<file path="config.mk">
export PLATFORM = sky130hd
export DESIGN_NAME = vga_timing_flat
export DESIGN_NICKNAME = d
export VERILOG_FILES = /design/src/rtl/vga_timing_if.sv /design/src/rtl/vga_timing.sv /design/src/flat_wrapper.sv
export SDC_FILE = /design/constraint.sdc
export NUM_CORES = 1
export LEC_CHECK = 0
export BUFFER_PORTS_ARGS = -buffer_cell sky130_fd_sc_hd__buf_2
export CAP_MARGIN = 20
export CORE_ASPECT_RATIO = 1.1
export CORE_MARGIN = 4
export CORE_UTILIZATION = 49
export DETAILED_ROUTE_END_ITERATION = 12
export PLACE_DENSITY = 0.78
export SLEW_MARGIN = 30
export SYNTH_ARGS = -nofsm -noshare
export SYNTH_HDL_FRONTEND = slang
export SYNTH_SLANG_ARGS = --single-unit
export TNS_END_PERCENT = 100
</file>
<file path="constraint.sdc">
create_clock -name pclk -period 2.85 [get_ports pclk]
set_input_delay 0.4275 -clock pclk [delete_from_list [all_inputs] [get_ports pclk]]
set_output_delay 0.4275 -clock pclk [all_outputs]
set_load 0.01 [all_outputs]
</file>
<file path="src/rtl/vga_timing_if.sv">
// Output bundle of the VGA timing generator: pixel/line counters plus the
// sync, blanking and frame-start strobes, all describing the same pixel.
interface vga_timing_if;
  logic [10:0] hcount;
  logic [10:0] vcount;
  logic        hsync;
  logic        hblnk;
  logic        vsync;
  logic        vblnk;
  logic        frame_start;

  // Timing generator side: drives every signal of the bundle.
  modport master (
    output hcount,
    output vcount,
    output hsync,
    output hblnk,
    output vsync,
    output vblnk,
    output frame_start
  );

  // Downstream draw/background stages: consume the bundle unchanged.
  modport slave (
    input hcount,
    input vcount,
    input hsync,
    input hblnk,
    input vsync,
    input vblnk,
    input frame_start
  );
endinterface : vga_timing_if

</file>
<file path="src/rtl/vga_timing.sv">
// Free-running VGA timing generator (800x600 @ 60 Hz by default, 40 MHz pclk).
// The next-state counts are computed combinationally, and every strobe is
// decoded from those next-state counts. Counts and strobes are then registered
// together, so each output cycle describes one single pixel with zero skew.
module vga_timing #(
  parameter int H_ACTIVE = 800,
  parameter int H_FP     = 40,
  parameter int H_SYNC   = 128,
  parameter int H_BP     = 88,
  parameter int V_ACTIVE = 600,
  parameter int V_FP     = 1,
  parameter int V_SYNC   = 4,
  parameter int V_BP     = 23
) (
  input  logic         pclk,
  input  logic         rst_n,
  vga_timing_if.master o_vga
);

  // Line/frame geometry. Totals must fit the 11-bit counters (<= 2048).
  localparam int H_TOTAL = H_ACTIVE + H_FP + H_SYNC + H_BP;
  localparam int V_TOTAL = V_ACTIVE + V_FP + V_SYNC + V_BP;

  // All compare points are constants derived from the geometry.
  localparam logic [10:0] LP_H_LAST        = 11'(H_TOTAL - 1);
  localparam logic [10:0] LP_V_LAST        = 11'(V_TOTAL - 1);
  localparam logic [10:0] LP_HBLNK_START   = 11'(H_ACTIVE);
  localparam logic [10:0] LP_HSYNC_START   = 11'(H_ACTIVE + H_FP);
  localparam logic [10:0] LP_HSYNC_END     = 11'(H_ACTIVE + H_FP + H_SYNC - 1);
  localparam logic [10:0] LP_VBLNK_START   = 11'(V_ACTIVE);
  localparam logic [10:0] LP_VSYNC_START   = 11'(V_ACTIVE + V_FP);
  localparam logic [10:0] LP_VSYNC_END     = 11'(V_ACTIVE + V_FP + V_SYNC - 1);

  // Registered state: counts plus strobes for the pixel currently presented.
  logic [10:0] r_hcount;
  logic [10:0] r_vcount;
  logic        r_hsync;
  logic        r_hblnk;
  logic        r_vsync;
  logic        r_vblnk;
  logic        r_frame_start;

  // Next-state counts and strobes decoded from them.
  logic        w_h_last;
  logic        w_v_last;
  logic [10:0] w_hcount_nxt;
  logic [10:0] w_vcount_nxt;
  logic        w_hsync_nxt;
  logic        w_hblnk_nxt;
  logic        w_vsync_nxt;
  logic        w_vblnk_nxt;
  logic        w_frame_start_nxt;

  // Wrap detection on the current pixel position.
  assign w_h_last = (r_hcount == LP_H_LAST);
  assign w_v_last = (r_vcount == LP_V_LAST);

  // Next-state counters: hcount always advances; vcount advances only on the
  // line wrap and itself wraps when the last line ends.
  always_comb begin
    w_hcount_nxt = r_hcount;
    w_vcount_nxt = r_vcount;
    if (w_h_last) begin
      w_hcount_nxt = 11'd0;
      if (w_v_last) begin
        w_vcount_nxt = 11'd0;
      end else begin
        w_vcount_nxt = r_vcount + 11'd1;
      end
    end else begin
      w_hcount_nxt = r_hcount + 11'd1;
      w_vcount_nxt = r_vcount;
    end
  end

  // Strobe decode from the next-state counts so the registered strobes line
  // up exactly with the registered counts. The upper limits of both blanking
  // windows are the last count, which the counters never exceed.
  always_comb begin
    w_hblnk_nxt       = (w_hcount_nxt >= LP_HBLNK_START);
    w_hsync_nxt       = (w_hcount_nxt >= LP_HSYNC_START) &&
                        (w_hcount_nxt <= LP_HSYNC_END);
    w_vblnk_nxt       = (w_vcount_nxt >= LP_VBLNK_START);
    w_vsync_nxt       = (w_vcount_nxt >= LP_VSYNC_START) &&
                        (w_vcount_nxt <= LP_VSYNC_END);
    w_frame_start_nxt = (w_hcount_nxt == 11'd0) && (w_vcount_nxt == 11'd0);
  end

  // Output registers. Reset parks on pixel (0,0) with matching strobes, so
  // frame_start is high while reset is held.
  always_ff @(posedge pclk or negedge rst_n) begin
    if (!rst_n) begin
      r_hcount      <= 11'd0;
      r_vcount      <= 11'd0;
      r_hsync       <= 1'b0;
      r_hblnk       <= 1'b0;
      r_vsync       <= 1'b0;
      r_vblnk       <= 1'b0;
      r_frame_start <= 1'b1;
    end else begin
      r_hcount      <= w_hcount_nxt;
      r_vcount      <= w_vcount_nxt;
      r_hsync       <= w_hsync_nxt;
      r_hblnk       <= w_hblnk_nxt;
      r_vsync       <= w_vsync_nxt;
      r_vblnk       <= w_vblnk_nxt;
      r_frame_start <= w_frame_start_nxt;
    end
  end

  assign o_vga.hcount      = r_hcount;
  assign o_vga.vcount      = r_vcount;
  assign o_vga.hsync       = r_hsync;
  assign o_vga.hblnk       = r_hblnk;
  assign o_vga.vsync       = r_vsync;
  assign o_vga.vblnk       = r_vblnk;
  assign o_vga.frame_start = r_frame_start;

endmodule : vga_timing

</file>
<file path="src/flat_wrapper.sv">
// flat-port wrapper written by rule: the top's interface ports become plain ports
module vga_timing_flat 
#(
  parameter int H_ACTIVE = 800,
  parameter int H_FP     = 40,
  parameter int H_SYNC   = 128,
  parameter int H_BP     = 88,
  parameter int V_ACTIVE = 600,
  parameter int V_FP     = 1,
  parameter int V_SYNC   = 4,
  parameter int V_BP     = 23
)
  (pclk, rst_n, o_vga_hcount, o_vga_vcount, o_vga_hsync, o_vga_hblnk, o_vga_vsync, o_vga_vblnk, o_vga_frame_start);
  vga_timing_if o_vga_i ();
  input  logic pclk;
  input  logic rst_n;
  output wire logic [$bits(o_vga_i.hcount)-1:0] o_vga_hcount;
  output wire logic [$bits(o_vga_i.vcount)-1:0] o_vga_vcount;
  output wire logic [$bits(o_vga_i.hsync)-1:0] o_vga_hsync;
  output wire logic [$bits(o_vga_i.hblnk)-1:0] o_vga_hblnk;
  output wire logic [$bits(o_vga_i.vsync)-1:0] o_vga_vsync;
  output wire logic [$bits(o_vga_i.vblnk)-1:0] o_vga_vblnk;
  output wire logic [$bits(o_vga_i.frame_start)-1:0] o_vga_frame_start;
  assign o_vga_hcount = o_vga_i.hcount;
  assign o_vga_vcount = o_vga_i.vcount;
  assign o_vga_hsync = o_vga_i.hsync;
  assign o_vga_hblnk = o_vga_i.hblnk;
  assign o_vga_vsync = o_vga_i.vsync;
  assign o_vga_vblnk = o_vga_i.vblnk;
  assign o_vga_frame_start = o_vga_i.frame_start;
  vga_timing #(.H_ACTIVE(H_ACTIVE), .H_FP(H_FP), .H_SYNC(H_SYNC), .H_BP(H_BP), .V_ACTIVE(V_ACTIVE), .V_FP(V_FP), .V_SYNC(V_SYNC), .V_BP(V_BP)) u_core (.pclk(pclk), .rst_n(rst_n), .o_vga(o_vga_i));
endmodule
</file>
==> metrics <==
CP Capture Type flop; Yosys Warn Count 0; number of synthesized register bits 27; met3 routing resource usage after global routing 0.0257; number of antenna violations at the first check in global routing 0; launch instance of the worst register-to-register path u_core.o_vga.hcount[1]$_DFF_PN0_; Num CTS Buffers 3; library cell contributing the largest single delay on the critical path or4b_4; total non-filler cell area in the finished layout 1920 µm²; worst slew margin relative to its limit 0.602; flip-flop and latch area 677 µm²; Buffers on Ports 28; Reg-to-Reg End u_core.o_vga.vsync$_DFF_PN0_; worst hold path class input pin to asynchronous set/reset pin; fraction of synthesis flops using an asynchronous set or reset pin 1.00; placed cell areas 1900 µm²; post-route setup TNS 0 ps; global-route usage over all layers 0.182; critical-path maximum fanout 5; number of hold buffers added after cts 0; number of flops mapped to enable cells by yosys 0; Max-cap violations 0; DRT Pass-1 Iters 4; post-layout min period 2630 ps; layout cell share with drive strength beyond 1 0.226; TritonCTS clock tree yes; R2R setup slack 220 ps; final cell count without fillers 256; Final #Nets 214; total leakage power 0.000908 µW; number of fill cells 332; M1 GR Usage 0.257; cells along the critical path ha_1 > nand4_1 > nor4_2 > nand2_1 > xnor2_1 > o21bai_1 > or4b_4 > a21oi_2; worst IR drop on VDD 0.000174 V; area of the multi-input gates 953 µm²; total power 563 µW; largest net degree at the start of global routing 28; die extent in x 64.5 µm; global-route wire length before repair 6610 µm; most common cell after layout, fill and taps aside buf_2; Antenna diodes 0; die area 4520 µm²; unrepaired setup endpoints after global routing no; Post-Place Cells 252; Avg Inst Size Synth 9.50 µm²; final worst path period share 0.923; synthesized instance count 181; core region area 3360 µm²; Final HPWL DP 2890 µm; final cell utilization of the core 0.573; clock net sink count 27; actual transition at the worst max-transition pin 597 ps; effective utilization at floorplan 0.512; number of top-level pins 29; clock tree skew after final layout 1.91 ps; result of the run completed; post-detailed-route count of antenna-violating nets 0; die height 70.1 µm; post-DR wirelength/cell 15.0 µm; Max H-tree Level 1; peak per-stage delay on the critical path 530 ps; Syn Nets 186; row count 22; number of instances resized during post-cts repair 0; Most Crowded Layer GR met2; total overflow reported by the global router 0; max-slew violation count 0; most used cells in the layout excluding fill and tap cells 28 x buf_2, 26 x dfrtp_1, 15 x nor2_1, 15 x xnor2_1, 12 x inv_1; Hold Vio Cnt, Final 0; met2 track utilization from global routing 0.287; post-CTS setup buffers 0; Routability Congestion 0.866; data arrival time of the critical path 2910 ps; number of remaining DRC errors 0; Synth cell types 56; post-synthesis instance area 1720 µm²; vias in the first global route 1363; highest clock rate 0.380 GHz; total power divided by cell area 293 nW/µm²; vias after detailed routing 1500; Synth Flop Type dfrtp_1; number of cells on the worst reg-to-reg path 8; initial drt markers 98; number of buffers between clock root and the deepest sink 2; Via-to-Cell Ratio 5.86; share of the yosys chip area belonging to registers 0.394; critical path class flop to flop; CTS root buffer clkbuf_4; clock-pin slew reported for the worst setup and hold paths after clock tree synthesis 150 ps; required time of the critical path 3130 ps; startpoint kind of the worst setup timing path flop; total detailed-routing wirelength 3850 µm; Area Growth Syn to Fin 11.9%; Final Setup Violations 0; clock latency reported for the late side of the worst-skew pair 330 ps
-- power by group --
part	switching [µW]	leakage [µW]	internal (µW)
logic	7.12	0.000533	0.491
clock network	117	0.0000150	55.0
registers	0	0.000359	383
-- how the worst max path moves through the flow --
stage	startpoint	endpoint	slack, ps	depth (start not counted)
after floorplan	u_core.o_vga.hcount[5]$_DFF_PN0_	u_core.o_vga.vsync$_DFF_PN0_	380	8
after global placement	u_core.o_vga.hcount[0]$_DFF_PN0_	u_core.o_vga.vsync$_DFF_PN0_	290	8
after detailed placement	u_core.o_vga.hcount[0]$_DFF_PN0_	u_core.o_vga.vsync$_DFF_PN0_	240	8
after CTS	u_core.o_vga.hcount[0]$_DFF_PN0_	u_core.o_vga.vsync$_DFF_PN0_	200	8
after global routing	u_core.o_vga.hcount[1]$_DFF_PN0_	u_core.o_vga.vsync$_DFF_PN0_	30	8
final	u_core.o_vga.hcount[1]$_DFF_PN0_	u_core.o_vga.vsync$_DFF_PN0_	220	8
-- synthesized netlist by cell type (all sizes together), types with 2 or more instances --
cell type  instances  area (µm²)
clkbuf             5        20.0
nor4               7        50.1
nand4              5        31.3
nand2              8        30.0
or4b               3        37.5
nor2              15        56.3
dfrtp             26         651
nor2b              2        12.5
xor2               3        26.3
inv               12        45.0
a21oi              9        48.8
and3               7        43.8
o21ai              2        10.0
nor3              10        77.6
ha                 3        37.5
a31oi              6        37.5
or2                2        12.5
a21o               3        22.5
buf                3        23.8
xnor2             15         131
nand3             11        67.6
-- critical path: cells and delay by family, from the launching register on --
| kind | cells | cell delay, ps |
|---|---|---|
| XOR/XNOR | 1 | 170 |
| AO/OA/AOI/OAI | 2 | 300 |
| adder cells (fa/ha/maj) | 1 | 280 |
| flip-flops | 1 | 450 |
| AND/OR/NAND/NOR | 4 | 1370 |
-- flip-flops by register name (all words and copies together) (netlist names) --
signal,flops
u_core.o_vga.frame_start,1
u_core.o_vga.hblnk,1
u_core.o_vga.hcount,11
u_core.o_vga.hsync,1
u_core.o_vga.vblnk,1
u_core.o_vga.vcount,11
u_core.o_vga.vsync,1
-- metal layers --
layer | routed length (µm) | vias to the layer above | part of all wire
li1 | - | 715 | -
met1 | 1720 | 722 | 0.45
met2 | 1840 | 57 | 0.48
met3 | 244 | 6 | 0.063
met4 | 45 | 0 | 0.012
met5 | 0 | - | 0
-- logic make-up (layout without fill, tap and decap cells) --
family | after synthesis | count (layout) | share of synthesized area
xor+xnor | 18 | 18 | 0.0917
compound gates | 34 | 34 | 0.143
mux | 1 | 1 | 0.00655
fa+ha+maj | 3 | 3 | 0.0218
simple gates | 78 | 78 | 0.291
flops | 27 | 27 | 0.394
buf+inv | 20 | 47 | 0.0517
-- per-stage QoR --
step / setup WS [ps] / hold slack [ps]
finish: 219 / 72.4
global route: 34.7 / 115
CTS: 203 / 101
detailed placement: 237 / 477
global placement: 286 / 466
floorplan: 376 / 132
-- area by class of cell --
type                            count  share of cell area
Multi-Input combinational cell    134               0.495
Sequential cell                    27               0.352
Timing Repair Buffer               31              0.0845
Tap cell                           48              0.0312
Inverter                           12              0.0234
Clock buffer                        4              0.0137
Note: power is estimated with default switching activity, not from simulation.
